File: config.mk
export PLATFORM = sky130hd
export DESIGN_NAME = gpu_cmd_decoder_fifo
export DESIGN_NICKNAME = d
export VERILOG_FILES = /design/src/rtl/gpu_cmd_decoder_fifo.sv
export SDC_FILE = /design/constraint.sdc
export NUM_CORES = 1
export LEC_CHECK = 0
export CORE_ASPECT_RATIO = 0.75
export CORE_MARGIN = 2
export CORE_UTILIZATION = 55
export CTS_CLUSTER_DIAMETER = 80
export DETAILED_ROUTE_END_ITERATION = 10
export PLACE_DENSITY = 0.75
export SLEW_MARGIN = 20
export SYNTH_ARGS = -nofsm -noshare
export SYNTH_HDL_FRONTEND = slang
export SYNTH_SLANG_ARGS = --single-unit
File: constraint.sdc
create_clock -name clk -period 4.2 [get_ports clk]
set_input_delay 0.84 -clock clk [delete_from_list [all_inputs] [get_ports clk]]
set_output_delay 0.84 -clock clk [all_outputs]
set_load 0.1 [all_outputs]
File: src/rtl/gpu_cmd_decoder_fifo.sv
`default_nettype none
// ============================================================================
// Module      : gpu_cmd_decoder_fifo
// Description : Buffered GPU front-end command decoder. Host commands (4-bit
//               opcode + parameter word) load XY1/XY2/radius staging registers.
//               Draw commands snapshot the staging registers, colour and arc
//               octant into a first-word-fall-through instruction FIFO. The
//               FIFO head is presented to the rasteriser over valid/ready.
// Ports       : clk, n_rst                  clock, async active-low reset
//               command_i/opcode_i/parameters_i/cmd_ready_o   host command
//               instr_valid_o/instr_ready_i                   head handshake
//               opcode_o,x1_o,y1_o,x2_o,y2_o,rad_o,oct_o,r_o,g_o,b_o  head
//               fifo_count_o                 occupied entries
//               illegal_o                    sticky illegal-opcode flag
// Revision    : 1.0 - initial release
// ============================================================================
module gpu_cmd_decoder_fifo #(
    parameter int WIDTH_BITS   = 10,
    parameter int HEIGHT_BITS  = 9,
    parameter int CHANNEL_BITS = 8,
    parameter int PARAM_BITS   = 28,
    parameter int FIFO_DEPTH   = 4
) (
    input  logic                            clk,
    input  logic                            n_rst,
    input  logic                            command_i,
    input  logic [3:0]                      opcode_i,
    input  logic [PARAM_BITS-1:0]           parameters_i,
    output logic                            cmd_ready_o,
    output logic                            instr_valid_o,
    input  logic                            instr_ready_i,
    output logic [3:0]                      opcode_o,
    output logic [WIDTH_BITS-1:0]           x1_o,
    output logic [HEIGHT_BITS-1:0]          y1_o,
    output logic [WIDTH_BITS-1:0]           x2_o,
    output logic [HEIGHT_BITS-1:0]          y2_o,
    output logic [WIDTH_BITS-1:0]           rad_o,
    output logic [2:0]                      oct_o,
    output logic [CHANNEL_BITS-1:0]         r_o,
    output logic [CHANNEL_BITS-1:0]         g_o,
    output logic [CHANNEL_BITS-1:0]         b_o,
    output logic [$clog2(FIFO_DEPTH+1)-1:0] fifo_count_o,
    output logic                            illegal_o
);

    localparam int W     = WIDTH_BITS;
    localparam int H     = HEIGHT_BITS;
    localparam int C     = CHANNEL_BITS;
    localparam int PTR_W = (FIFO_DEPTH > 1) ? $clog2(FIFO_DEPTH) : 1;
    localparam int CNT_W = $clog2(FIFO_DEPTH+1);
    localparam logic [CNT_W-1:0] C_FULL = CNT_W'(FIFO_DEPTH);
    localparam logic [3:0] C_OP_RESET = 4'b0000;
    localparam logic [3:0] C_OP_XY1   = 4'b0001;
    localparam logic [3:0] C_OP_XY2   = 4'b0010;
    localparam logic [3:0] C_OP_RAD   = 4'b0011;
    localparam logic [3:0] C_OP_ARC   = 4'b0111;

    generate
        if ((PARAM_BITS < WIDTH_BITS + HEIGHT_BITS) || (PARAM_BITS - 3 < 3 * CHANNEL_BITS)) begin : g_bad_param_bits
            $error("gpu_cmd_decoder_fifo: PARAM_BITS too narrow for coordinate/colour fields");
        end
        if ((FIFO_DEPTH < 2) || ((FIFO_DEPTH & (FIFO_DEPTH - 1)) != 0)) begin : g_bad_depth
            $error("gpu_cmd_decoder_fifo: FIFO_DEPTH must be a power of two >= 2");
        end
    endgenerate

    typedef struct packed {
        logic [3:0]   op;
        logic [W-1:0] x1;
        logic [H-1:0] y1;
        logic [W-1:0] x2;
        logic [H-1:0] y2;
        logic [W-1:0] rad;
        logic [2:0]   oct;
        logic [C-1:0] r;
        logic [C-1:0] g;
        logic [C-1:0] b;
    } entry_t;

    // staging registers
    logic [W-1:0]     r_x1, r_x2, r_rad;
    logic [H-1:0]     r_y1, r_y2;
    // FIFO state
    entry_t           r_mem [FIFO_DEPTH];
    logic [PTR_W-1:0] r_wr_ptr, r_rd_ptr;
    logic [CNT_W-1:0] r_count;
    entry_t           r_head;
    logic             r_illegal;

    logic             w_accept, w_push, w_pop, w_flush;
    logic [PTR_W-1:0] w_next_rd;
    logic [CNT_W-1:0] w_next_count;
    entry_t           w_new, w_next_head;
    logic             w_unused_params;

    assign cmd_ready_o   = (r_count != C_FULL);
    assign instr_valid_o = (r_count != '0);
    assign w_accept      = command_i && cmd_ready_o;
    assign w_flush       = w_accept && (opcode_i == C_OP_RESET);
    assign w_push        = w_accept && (opcode_i[3:2] == 2'b01);
    assign w_pop         = instr_valid_o && instr_ready_i;

    // Parameter bits that no field consumes in some configurations.
    assign w_unused_params = ^parameters_i;

    always_comb begin
        w_new     = '0;
        w_new.op  = opcode_i;
        w_new.x1  = r_x1;
        w_new.y1  = r_y1;
        w_new.x2  = r_x2;
        w_new.y2  = r_y2;
        w_new.rad = r_rad;
        w_new.oct = (opcode_i == C_OP_ARC) ? parameters_i[PARAM_BITS-1 -: 3] : 3'b000;
        w_new.b   = parameters_i[C-1:0];
        w_new.g   = parameters_i[2*C-1:C];
        w_new.r   = parameters_i[3*C-1:2*C];
    end

    always_comb begin
        w_next_rd    = w_pop ? (r_rd_ptr + 1'b1) : r_rd_ptr;
        w_next_count = r_count;
        case ({w_push, w_pop})
            2'b10:   w_next_count = r_count + 1'b1;
            2'b01:   w_next_count = r_count - 1'b1;
            default: w_next_count = r_count;
        endcase
        // The slot that becomes head may be the one written this cycle
        // (push into empty, or push+pop with one entry): bypass the memory.
        if (w_push && (r_wr_ptr == w_next_rd)) begin
            w_next_head = w_new;
        end else begin
            w_next_head = r_mem[w_next_rd];
        end
    end

    always_ff @(posedge clk) begin
        if (w_push) begin
            r_mem[r_wr_ptr] <= w_new;
        end
    end

    always_ff @(posedge clk or negedge n_rst) begin
        if (!n_rst) begin
            r_x1      <= '0;
            r_y1      <= '0;
            r_x2      <= '0;
            r_y2      <= '0;
            r_rad     <= '0;
            r_wr_ptr  <= '0;
            r_rd_ptr  <= '0;
            r_count   <= '0;
            r_head    <= '0;
            r_illegal <= 1'b0;
        end else if (w_flush) begin
            // flush wins over a same-cycle pop; head outputs hold
            r_x1      <= '0;
            r_y1      <= '0;
            r_x2      <= '0;
            r_y2      <= '0;
            r_rad     <= '0;
            r_wr_ptr  <= '0;
            r_rd_ptr  <= '0;
            r_count   <= '0;
            r_illegal <= 1'b0;
        end else begin
            if (w_accept) begin
                case (opcode_i)
                    C_OP_XY1: begin
                        r_x1 <= parameters_i[W-1:0];
                        r_y1 <= parameters_i[W+H-1:W];
                    end
                    C_OP_XY2: begin
                        r_x2 <= parameters_i[W-1:0];
                        r_y2 <= parameters_i[W+H-1:W];
                    end
                    C_OP_RAD: r_rad <= parameters_i[W-1:0];
                    default:  r_illegal <= r_illegal | opcode_i[3];
                endcase
            end
            if (w_push) begin
                r_wr_ptr <= r_wr_ptr + 1'b1;
            end
            r_rd_ptr <= w_next_rd;
            r_count  <= w_next_count;
            if (w_next_count != '0) begin
                r_head <= w_next_head;
            end
        end
    end

    assign opcode_o     = r_head.op;
    assign x1_o         = r_head.x1;
    assign y1_o         = r_head.y1;
    assign x2_o         = r_head.x2;
    assign y2_o         = r_head.y2;
    assign rad_o        = r_head.rad;
    assign oct_o        = r_head.oct;
    assign r_o          = r_head.r;
    assign g_o          = r_head.g;
    assign b_o          = r_head.b;
    assign fifo_count_o = r_count;
    assign illegal_o    = r_illegal;

endmodule
`default_nettype wire

Yosys cells after proc, flatten, opt, wreduce, memory -nomap -nowiden

Memory sizes are Yosys's and may differ from the RTL's. A register that Yosys moved wholly into a read port is not among the register bits.
Index checks and enable logic that the tools add are counted.

Register bits after elaboration: 56
Latch bits: 0
Memory bits (read-only): 0
RAM bits: 316
Input bits: 36
Memories kept: 1

Order comparisons: 0
Mux-type cells: 27
Shift operators: 0
$add $sub $neg: 4
Reduce and logical (&&, ||, !) cells: 19
$mul: 0
Eq/ne operators: 9
Bitwise gates (word level): 2
Div/mod/pow operators: 0

Memory list:

| memory | words | width | read ports | clocked after Yosys merged registers in | wr ports | line | source |
|---|---|---|---|---|---|---|---|
| r_mem  | 4     | 79    | 1          | 1                                       | 1        | 84   | `entry_t r_mem [FIFO_DEPTH];` |

Operators by type and width:

| operator                                                                 | count |
|---|---|
| 10-bit 2-to-1 mux                                                        | 9 |
| 9-bit 2-to-1 mux                                                         | 6 |
| 2-bit AND reduction                                                      | 5 |
| 2-bit nonzero test                                                       | 5 |
| 4-bit by 2-bit == test with 1-bit output (second input constant)         | 2 |
| 2-bit 2-to-1 mux                                                         | 4 |
| 3-bit 2-to-1 mux                                                         | 2 |
| 3-bit case mux with 2 select lines                                       | 1 |
| 3-bit nonzero test                                                       | 2 |
| 1-bit 2-to-1 mux                                                         | 5 |
| 2-bit by 1-bit adder with 2-bit output (second input constant)           | 2 |
| 2-bit by 1-bit == test with 1-bit output (second input constant)         | 2 |
| 4-bit by 1-bit == test with 1-bit output (second input constant)         | 1 |
| 4-bit by 3-bit == test with 1-bit output (second input constant)         | 1 |
| 1-bit logical AND                                                        | 4 |
| 4-bit logical NOT                                                        | 1 |
| 3-bit by 1-bit adder with 3-bit output (second input constant)           | 1 |
| 3-bit inequality test (second input constant)                            | 1 |
| 3-bit OR reduction                                                       | 1 |
| 3-bit by 1-bit subtractor with 3-bit output (second input constant)      | 1 |
| 2-bit == test (second input constant)                                    | 1 |
| 2-bit by 1-bit inequality test with 1-bit output (second input constant) | 1 |
| 1-bit logical NOT                                                        | 1 |
| 1-bit NOT                                                                | 1 |
| 1-bit OR                                                                 | 1 |

Logic depth before layout (Yosys ltp)

Word-level depth: 7
Depth in mapped cells: 15
Depth with buffers taken out: 11

Least setup slack after synthesis

No wires, ideal clock.

Path kind: register -> register
From: register r_count[0], in the netlist fifo_count_o[0]
To: memory r_mem[2][0] in the netlist's numbering, enable pin
Stages on the path, launching flop included: 7
Path slack: -0.503 ns
Arrival time: 4.257 ns
Required time: 3.754 ns
Path through: dfrtp_1 clkbuf_2 or3b_1 clkbuf_2 nand2_1 nor3b_2 and2_1

Word-level cells in the longest chain between the ends: 5

Ends and longest elaborated chain:

| what                                   | line | source |
|---|---|---|
| start, declared                        | 86   | `logic [CNT_W-1:0] r_count;` |
| start signal, assigned                 | 185  | `r_count <= w_next_count;` |
| 3-bit inequality test                  | 96   | `assign cmd_ready_o = (r_count != C_FULL);` |
| via cmd_ready_o                        | 29   | `output logic cmd_ready_o,` |
| 1-bit logical AND                      | 98   | `assign w_accept = command_i && cmd_ready_o;` |
| 1-bit logical AND                      | 100  | `assign w_push = w_accept && (opcode_i[3:2] == 2'b01);` |
| 1-bit 2-to-1 mux                       | 138  | `if (w_push) begin` |
| 1-bit 2-to-1 mux (implied by the code) | 139  | `r_mem[r_wr_ptr] <= w_new;` |
| end, declared                          | 84   |  |

The timed path passes the listed nets, and every way through them passes these cells.

Worst setup path after layout

From: input command_i
To: register r_head, in the netlist opcode_o[2]

Word-level cells in the longest chain between the ends: 6

Ends and longest elaborated chain:

| what                                                                      | line | source |
|---|---|---|
| start, declared                                                           | 26   | `input logic command_i,` |
| 1-bit logical AND (*)                                                     | 98   |  |
| 1-bit logical AND                                                         | 100  |  |
| 2-bit by 1-bit == test with 1-bit output or 2-bit == test (tied branches) | 123  | `case ({w_push, w_pop})` |
| 3-bit case mux with 2 select lines                                        | 123  |  |
| 3-bit nonzero test                                                        | 186  | `if (w_next_count != '0) begin` |
| 2-bit AND reduction (no line) (*)                                         | n/a  |  |
| end signal, assigned                                                      | 187  | `r_head <= w_next_head;` |
| end, declared                                                             | 87   | `entry_t r_head;` |

Every way passes the cells marked *; elsewhere a longest branch is shown, timed or not.
A chain may end at the register's enable or synchronous reset.

==> run metrics <==
crit path capture type flip-flop; residual DRC count 0; CP max stage delay 0.52 ns; Synth Instances 1643; Fin Setup TNS 0 ns; post-synthesis sequential area ratio 0.635; YS warnings 0; Slew Viols, Final 0; Synth Area in XOR/XNOR 0.00457; status finished, final reports clean; Slew Limit Headroom 0.319; top-area cell type share of the netlist area 0.468; post-synthesis mux area share 0.0463; vias 14400; number of synthesized flops with an enable pin 316; Core ar. 0.0361 mm^2; synthesis-to-layout area growth 15.8%; Mapped Area 0.0203 mm^2; WP data required 4.63 ns; largest family of logic cells by synthesized area compound AO/OA/AOI/OAI gates; Setup WS pre-CTS 0.145 ns; min Tclk post-route 3.50 ns; Max IR drop VDD 0.764 mV; total wire length 49900 um; ranking of synthesized cells by area edfxtp_1 47%, dfrtp_1 17%, mux2_2 4.3%; initial antenna violation count 4; Iteration-0 DRC Markers 1516; Setup WS post-layout 0.698 ns; Pleak 8.10 nW; worst-margin pin slew 1.02 ns; CTS Buffer Depth 3; Worst setup SP type primary input; most common cell in the netlist edfxtp_1; routability cong. 0.760; CTS Root Cell clkbuf_16; Final Cycle Share 0.834; Total Power 20.2 mW; wire per inst 22.5 um; slowest CP cell clkdlybuf4s50_1; hpwl dp 29000 um; Nets 1729; wire length of the first global-routing pass 76700 um; die area 0.0384 mm^2; clk sinks 451; Initial Util 0.561; die width 226 um; Resize count post-CTS 0; ANT nets after route 0; Die Y 170 um; mean post-synth cell area 12.3 um^2; share of post-route cells with drive strength above 1 0.118; Clock Skews 0.0183 ns; Post-synth top cells 316 x edfxtp_1, 164 x nor2_1, 147 x nand2_1; Crit Path Class in2reg; compound-cell area share of the yosys netlist 0.139; number of global-route vias before repair 14100; via density per instance 6.47; FMAX 286 MHz; H-tree Lvls 2; dominant cell type by area after synthesis edfxtp_1; largest net degree at the start of global routing 217; syn nets 1685; fin util 0.650; setup bufs post-CTS 0; global route overflow 0; non-filler cells, final 2220; Post-synth ARST share 0.299; FF+latch count, synth 451; CTS clk-pin slew, worst paths 0.07 ns; Netlist cell types 42; Cell Pwr Density 860 mW/mm^2; Port Buffers 119; worst-path cell chain clkdlybuf4s50_1, nand2_1, nor3b_2, inv_2, ha_1, fa_1, xnor2_1, nor3_1, o31a_2, buf_12, nand2b_1, o22a_1; worst skew pair latency 0.56 ns; final hold violation count 0; CP Data Arrival Time 3.94 ns; row count 60; Ports 121; Hold WC Path Type in2async; worst reg2reg setup slack 0.74 ns; CP max FO 51; post-synthesis adder-cell area fraction 0.00407; Num CTS Buffers 44; GRT Util Overall 0.259; cts hold-fix bufs 0; Pre-Repair DR Iteration Count 8; Filler cells 2640; CTS tree built; RSZ-0062 raised after global routing false; Placed Cells 2137; Most used DFF post-synth edfxtp_1; Simple-Gate Fraction of Synth Area 0.136; Max-cap violations 0; endpoints failing setup 0
## registers in the layout, summed over array words and instances, names as in the netlist
signal,cells
r_rad,10
y2_o,9
r_y2,9
r_mem,316
r_o,8
rad_o,10
y1_o,9
illegal_o,1
r_wr_ptr,2
fifo_count_o,3
b_o,8
g_o,8
r_y1,9
opcode_o,4
x1_o,10
r_x2,10
r_x1,10
x2_o,10
oct_o,3
r_rd_ptr,2
## metal layers
layer  vias up  routed length, um  track usage
met4         2               1470        0.101
met5         -                 13            0
met1      7148              20900        0.360
li1       6442                  -            -
met2       671              23300        0.411
met3       100               4260       0.0468
## stage by stage
stage | hold WS, ns | area [um^2]
floorplan | 0.496 | 20300
global placement | 0.487 | 21900
detailed placement | 0.502 | 21900
CTS | 0.429 | 23500
global route | 0.469 | 23500
finish | 0.387 | 23500
## logic make-up after synthesis
family          Yosys count
xor+xnor                  9
buf+inv                 165
mux                      84
compound gates          365
flops                   451
fa+ha+maj                 6
simple gates            563
## cells in the final DEF, fill, tap and decap left out, types with 3 or more instances in the layout
master	instances
nor2_1	164
clkdlybuf4s50_1	118
o221ai_1	77
clkbuf_1	7
a31oi_1	78
nand3b_1	77
a221o_1	77
mux2_2	78
ha_1	5
mux2i_1	6
o21ai_0	48
clkinv_1	4
o31ai_1	77
buf_12	16
xor2_1	3
bufinv_16	5
buf_4	23
dfrtp_1	131
xnor2_1	5
and2_1	3
edfxtp_1	316
clkbuf_16	46
clkbuf_8	10
and2_4	4
nand2_1	147
nor3_1	79
inv_1	3
or3_1	78
clkinv_2	7
## critical path: cells and delay by family
kind,cells,cell delay [ns]
simple gates,4,0.73
compound gates,2,0.66
buf+inv,3,0.92
fa+ha+maj,2,0.63
xor+xnor,1,0.15
## cell type report
| type | count | area, um^2 | area share |
|---|---|---|---|
| clock inverters | 19 | 233 | 0.00991 |
| well taps | 496 | 621 | 0.0264 |
| repair buffers | 158 | 1690 | 0.0718 |
| flip-flops and latches | 451 | 12900 | 0.548 |
| diodes | 1 | 2.50 | 0.000107 |
| inverters | 5 | 26.3 | 0.00112 |
| multi-input cells | 1027 | 6720 | 0.286 |
| clock buffers | 63 | 1320 | 0.0560 |
## final timing paths
kind                            startpoint  cells after the start          end
setup reg to reg           fifo_count_o[2]                     12  opcode_o[2]
min in group clk                 illegal_o                      2    illegal_o
hold / removal                       n_rst                      1       b_o[4]
hold reg to reg                  illegal_o                      2    illegal_o
setup / recovery                 command_i                     12  opcode_o[2]
max in group asynchronous            n_rst                      2      r_y1[0]
## where the power goes
| group | internal (mW) | switching [mW] | total, mW |
|---|---|---|---|
| logic | 3.03 | 6.43 | 9.46 |
| clock network | 2.49 | 1.66 | 4.15 |
| registers | 5.79 | 0.785 | 6.58 |
Note: power is estimated with default switching activity, not from simulation.
